## src/rtl/name_table_fetcher_pkg.sv

```systemverilog
// rtl/name_table_fetcher_pkg.sv - shared name table geometry, packing constants and fetch FSM encoding
package name_table_fetcher_pkg;

    localparam int NT_WIDTH       = 32;
    localparam int NT_HEIGHT      = 30;
    localparam int TILE_PIX       = 8;
    localparam int VISIBLE_LINES  = NT_HEIGHT * TILE_PIX;
    localparam int TILES_PER_WORD = 4;
    localparam int WORDS_PER_ROW  = NT_WIDTH / TILES_PER_WORD;
    localparam int NT_WORDS       = NT_HEIGHT * WORDS_PER_ROW;
    localparam int NT_ADDR_W      = 8;

    typedef enum logic [1:0] {
        ST_IDLE = 2'd0,
        ST_REQ  = 2'd1,
        ST_CAP  = 2'd2,
        ST_EMIT = 2'd3
    } nt_state_e;

    // Tile n of a packed word lives in byte n, byte 0 in the low bits
    function automatic logic [7:0] word_byte(input logic [31:0] word, input logic [1:0] sel);
        logic [7:0] b;
        case (sel)
            2'd0:    b = word[7:0];
            2'd1:    b = word[15:8];
            2'd2:    b = word[23:16];
            default: b = word[31:24];
        endcase
        return b;
    endfunction

endpackage

```

## src/rtl/name_table_fetcher_scroll_wrap.sv

```systemverilog
// rtl/name_table_fetcher_scroll_wrap.sv - line_y + scroll_y modulo visible lines, split into tile row and fine y
module name_table_fetcher_scroll_wrap
    import name_table_fetcher_pkg::*;
(
    input  logic [7:0] line_y,
    input  logic [7:0] scroll_y,
    output logic [4:0] tile_row,
    output logic [2:0] fine_y
);

    logic [8:0] sum;
    logic [8:0] pass1;
    logic [8:0] pass2;
    logic [7:0] eff_y;

    // Sum can reach 494, so at most two subtractions bring it below 240
    always_comb begin
        sum   = {1'b0, line_y} + {1'b0, scroll_y};
        pass1 = (sum   >= 9'(VISIBLE_LINES)) ? sum   - 9'(VISIBLE_LINES) : sum;
        pass2 = (pass1 >= 9'(VISIBLE_LINES)) ? pass1 - 9'(VISIBLE_LINES) : pass1;
        eff_y = 8'(pass2);
    end

    assign tile_row = eff_y[7:3];
    assign fine_y   = eff_y[2:0];

endmodule

```

## src/rtl/name_table_fetcher.sv

```systemverilog
// rtl/name_table_fetcher.sv - per-scanline name table row fetch, unpack and tile index stream
module name_table_fetcher
    import name_table_fetcher_pkg::*;
#(
    parameter int ADDR_W = NT_ADDR_W
) (
    input  logic              clk,
    input  logic              rstn,
    input  logic              line_start,
    input  logic [7:0]        line_y,
    input  logic [7:0]        scroll_y,
    output logic              busy,
    output logic              overrun,
    output logic [ADDR_W-1:0] nt_index,
    input  logic [31:0]       nt_data,
    output logic              tile_valid,
    input  logic              tile_ready,
    output logic [7:0]        tile_idx,
    output logic [4:0]        tile_col,
    output logic [4:0]        tile_row,
    output logic [2:0]        tile_fine_y,
    output logic              line_done
);

    nt_state_e         state;
    nt_state_e         state_nx;
    logic [ADDR_W-1:0] word_ptr;
    logic [4:0]        col;
    logic [31:0]       word_q;
    logic [4:0]        wrap_row;
    logic [2:0]        wrap_fine;
    logic              accept;
    logic              handshake;
    logic              last_in_word;
    logic              last_in_line;

    name_table_fetcher_scroll_wrap u_scroll_wrap (
        .line_y   (line_y),
        .scroll_y (scroll_y),
        .tile_row (wrap_row),
        .fine_y   (wrap_fine)
    );

    assign accept       = line_start && (state == ST_IDLE) && (line_y < 8'(VISIBLE_LINES));
    assign handshake    = (state == ST_EMIT) && tile_ready;
    assign last_in_word = (col[1:0] == 2'd3);
    assign last_in_line = (col == 5'(NT_WIDTH - 1));

    // State register
    always_ff @(posedge clk or negedge rstn) begin
        if (!rstn) begin
            state <= ST_IDLE;
        end else begin
            state <= state_nx;
        end
    end

    // Next state: one RAM word per REQ/CAP pair, then four tiles out of it
    always_comb begin
        state_nx = state;
        case (state)
            ST_IDLE: if (accept) state_nx = ST_REQ;
            ST_REQ:  state_nx = ST_CAP;
            ST_CAP:  state_nx = ST_EMIT;
            ST_EMIT: begin
                if (handshake && last_in_word) begin
                    state_nx = last_in_line ? ST_IDLE : ST_REQ;
                end
            end
            default: state_nx = ST_IDLE;
        endcase
    end

    // Line context, word pointer, column, captured word and status flags
    always_ff @(posedge clk or negedge rstn) begin
        if (!rstn) begin
            word_ptr    <= '0;
            col         <= '0;
            word_q      <= '0;
            tile_row    <= '0;
            tile_fine_y <= '0;
            overrun     <= 1'b0;
            line_done   <= 1'b0;
        end else begin
            line_done <= 1'b0;
            if (line_start && (state != ST_IDLE)) begin
                overrun <= 1'b1;
            end
            if (accept) begin
                word_ptr    <= ADDR_W'({wrap_row, 3'b000});
                col         <= '0;
                tile_row    <= wrap_row;
                tile_fine_y <= wrap_fine;
            end
            if (state == ST_CAP) begin
                word_q <= nt_data;
            end
            if (handshake) begin
                col <= col + 5'd1;
                if (last_in_word && !last_in_line) begin
                    word_ptr <= word_ptr + 1'b1;
                end
                if (last_in_line) begin
                    line_done <= 1'b1;
                end
            end
        end
    end

    // The word pointer is held between lines, so the RAM address stays in range
    assign nt_index   = word_ptr;
    assign busy       = (state != ST_IDLE);
    assign tile_valid = (state == ST_EMIT);
    assign tile_col   = col;
    assign tile_idx   = word_byte(word_q, col[1:0]);

endmodule

```

## config.mk

```make
export PLATFORM = sky130hd
export DESIGN_NAME = name_table_fetcher
export DESIGN_NICKNAME = d
export VERILOG_FILES = /design/src/rtl/name_table_fetcher_pkg.sv /design/src/rtl/name_table_fetcher_scroll_wrap.sv /design/src/rtl/name_table_fetcher.sv
export SDC_FILE = /design/constraint.sdc
export NUM_CORES = 1
export LEC_CHECK = 0
export BUFFER_PORTS_ARGS = -buffer_cell sky130_fd_sc_hd__buf_2
export CAP_MARGIN = 20
export CORE_MARGIN = 2
export CORE_UTILIZATION = 35
export CTS_CLUSTER_DIAMETER = 200
export DETAILED_ROUTE_END_ITERATION = 8
export PLACE_DENSITY = 0.67
export SLEW_MARGIN = 25
export SYNTH_ARGS = -nofsm -noshare
export SYNTH_HDL_FRONTEND = slang
export SYNTH_SLANG_ARGS = --single-unit
```

## constraint.sdc

```tcl
create_clock -name clk -period 4.5 [get_ports clk]
set_input_delay 0 -clock clk [delete_from_list [all_inputs] [get_ports clk]]
set_output_delay 0 -clock clk [all_outputs]
set_load 0.02 [all_outputs]
```

==> run summary <==
OpenSTA, run right after detailed placement, puts the worst setup slack at 0.654 ns. The final layout contains routed wiring with a total length of 8.63 mm. The Yosys step of the flow raised 0 warnings.

The tools report the effective utilization at floorplan as 36.1%. After detailed routing, the average wire length per cell comes to 14.6 um. The maximum fanout along the worst path is 7, and the proportion of synthesized flip-flops having asynchronous set or reset is 100%. The maximum count of clock buffers along a single path is 2, and the non-filler instance count after layout is 593.

Kind of path behind the tightest hold check: in2reg. Area of the core: 9240 sq um. Counting stages on the worst path, the most repeated cell is sky130_fd_sc_hd__ha_1. Routability-driven placement finished with a final weighted congestion of 0.916.

Global routing consumed, on the met2 layer, 28.1% of the routing resources. For this design, the sink count on the clock tree is 57. 85 I/O pins were placed.

The filler cells instantiated in the layout total 857. By area the synthesized netlist is led by sky130_fd_sc_hd__dfrtp_1 43%, sky130_fd_sc_hd__mux2_2 8.1%, sky130_fd_sc_hd__ha_1 7.5%. In the final layout, the share of cells above drive strength 1 is 28.7%. Setup violations remaining at the end of the flow were counted as 0. The number of DRC markers after the initial detailed-route iteration is 118. The net count of the mapped netlist is 413. The worst hold margin was 0.0691 ns; the number of nets in the layout was 532. By count the netlist is led by 57 x sky130_fd_sc_hd__dfrtp_1, 39 x sky130_fd_sc_hd__nand2_1, 32 x sky130_fd_sc_hd__o21ai_0. From synthesis to final layout, the design area changed by 33.0%. The aggregate global-route resource usage is 17.1%. The shortest period the worst path allows is 3.54 ns, and the number of global-route vias before repair is 2896.

Clock latency on the worst-skew pair, taken at its later pin, is 0.33 ns. TritonCTS built the clock tree. Measured along the y axis, the die boundary spans 102 um. The flow ran to the end, and the final reports show no timing, DRC or antenna violations. The number of detailed-route iterations in the first pass is 4, and the highest clock frequency the design can meet is 282 MHz. After layout, the worst setup slack is 0.959 ns.

Setup repair after global routing left no endpoint under its margin. After synthesis, flip-flops and latches occupy 42.8% of the total area. The cell area after synthesis came out at 3340 sq um. The number of buffer cells added on primary ports was 84; the area fraction of the dominant cell type after synthesis was 42.8%.

The logs give 0 for the final number of hold-violating endpoints and 35 for the number of core rows. For this design, the slowest cell found on the critical path is sky130_fd_sc_hd__fa_1. From left edge to right edge, the die measures 102 um. Residual DRC count: 0. The tools report the root buffer cell as sky130_fd_sc_hd__clkbuf_8. Detailed placement ended at an HPWL of 6.16 mm. The number of maximum-capacitance constraint violations is 0.

The number of cells produced by synthesis is 340. Among all flip-flop cells after synthesis, the most frequent one is sky130_fd_sc_hd__dfrtp_1. STA classifies the critical path startpoint as an input pin. For the met3 track demand over resource in global routing, the log shows 2.90%. The cell family contributing the most delay on the critical path is compound AO/OA/AOI/OAI gates. Once detail routing completed, the nets flagged for antenna violations numbered 0. The number of clock buffers added by TritonCTS is 9.

The multi-input combinational cells in the finished layout cover a total of 1780 sq um. The clock transition at the registers of the reported paths was 0.07 ns; the number of max-slew violations in the final report was 0. In this run, distinct cell masters in the synthesized netlist total 51. Dividing the synthesized area by the synthesized cell count gives 9.81 sq um. In this run, placement finished with an instance count of 542. On the final layout, the worst clock skew is 0.00901 ns. sky130_fd_sc_hd__dfrtp_1 takes more of the synthesized area than any other cell. The number of H-tree levels is 3, and the actual transition at the worst max-transition pin is 0.718 ns. Dividing the detail-routed via count by the number of cells gives 4.98. The tools report the post-CTS setup repair buffer count as 0. For the endpoint required time on the critical path, the log shows 4.73 ns. Registers take 1430 sq um. The count of vias placed by the detailed router was 2952; the maximum cell stage delay along the critical path was 0.41 ns. For the highest ir drop seen on vdd, the log shows 0.221 mV. The logs give 10300 sq um for the die footprint and 0 for the antenna diode instance count. Global routing finished with a remaining overflow of 0. The analysis attributes to cell leakage a power of 2.08 nW. The wire length of the first global-routing pass is 13.9 mm. The setup TNS was 0 ns. Most repeated cell in the gate-level netlist after synthesis: sky130_fd_sc_hd__dfrtp_1. STA puts the critical path data arrival time at 3.77 ns. Gates resized during post-CTS repair numbered 0. In the global route stage, met1 resource usage came out at 23.0%. The tools report the endpoint kind of the worst setup timing path as a flip-flop. The synthesized design contains 0 enable-type register cells.

The type of the setup path with the least slack was in2reg. The signal on the critical path passes through buf_2 > ha_1 > fa_1 > a21o_1 > a21oi_1 > xor2_1 > inv_1 > ha_1 > o211ai_1 > a21boi_0 > o211a_1 > or2_2 > ha_1 > inv_1 > nor2_1 > o21ai_0 > a31oi_4 > a22oi_1 > a21o_1. Number of register bits inferred by synthesis: 57. Hold repair after CTS inserted 35 buffers. The maximum number of pins on one net before global-route repair was 58. After layout, the worst path uses 78.7% of the clock period. The number of antenna violations at the first check in global routing came out at 0.

For the relative max-transition margin, the log shows 51.7%. The buffering stage count on the worst path with inverters included works out to 3. The peak-usage layer in the global routing report is met2. Power spread over the standard cell area amounts to 583 nW/um^2.
-- cell type report --
cell class                 count  share of cell area [%]
timing repair buffer         121                    17.7
clock inverter                 6                    1.49
inverter                      20                    1.69
sequential                    57                    32.1
multi-input combinational    250                    40.2
clock buffer                  10                    3.10
tap                          129                    3.64
-- metrics by stage --
stage / util [%] / cell area, sq um / total power [mW]
global route: 48.0 / 4440 / 2.79
finish: 48.0 / 4440 / 2.59
CTS: 48.0 / 4440 / 2.61
detailed placement: 42.0 / 3880 / 2.09
global placement: 42.0 / 3880 / 2.06
floorplan: - / 3340 / 1.72
-- where the power goes --
group          internal (mW)  switching [mW]  leakage (nW)
logic                  0.518           0.716          1.29
clock network          0.271           0.208        0.0949
registers              0.738           0.135         0.692
total                   1.53            1.06          2.08
-- worst paths after layout --
kind | startpoint | end | slack, ns | depth (start not counted)
setup / recovery | line_y[0] | nt_index[5] | 0.96 | 19
hold / removal | scroll_y[0] | tile_fine_y[0] | 0.07 | 4
setup reg to reg | tile_col[0] | nt_index[5] | 1.67 | 8
hold reg to reg | tile_row[0] | tile_row[0] | 0.49 | 2
max in group asynchronous | rstn | nt_index[2] | 3.66 | 3
min in group asynchronous | rstn | word_q[9] | 0.35 | 3
-- sequential cells by signal, summed over array words and instances (netlist names) --
name,cells
tile_col,5
overrun,1
line_done,1
nt_index,8
word_q,32
state,2
tile_row,5
tile_fine_y,3
-- worst reg2reg max path: stages (launching register included) --
cell                      delay [ns]
sky130_fd_sc_hd__dfrtp_1        0.46
sky130_fd_sc_hd__ha_1           0.46
sky130_fd_sc_hd__and3_1         0.29
sky130_fd_sc_hd__ha_1           0.19
sky130_fd_sc_hd__nor2_1         0.55
sky130_fd_sc_hd__nor2_1         0.30
sky130_fd_sc_hd__o21ai_0        0.21
sky130_fd_sc_hd__o21ai_0        0.11
sky130_fd_sc_hd__a21o_1         0.16
-- routing by layer --
metal	vias up	part of all wire (%)
li1	1467	-
met5	-	0
met1	1393	47
met2	86	47
met4	0	0.89
met3	6	5.2
-- logic make-up after synthesis --
logic type,synth area share (%)
xor+xnor,1.31
fa+ha+maj,8.10
buf+inv,3.75
flops,42.8
compound gates,19.2
mux,10.8
simple gates,14.0
-- cells in the final DEF (no fill, tap or decap), drive strengths merged, types with 10 or more instances in the layout --
| master | n |
|---|---|
| dlygate4sd3 | 35 |
| buf | 86 |
| a21oi | 17 |
| o21ai | 33 |
| ha | 20 |
| nand3 | 14 |
| clkbuf | 10 |
| dfrtp | 57 |
| inv | 21 |
| mux2 | 24 |
| nand2 | 39 |
| nor2 | 16 |
Power figures use the tool's default switching activity.
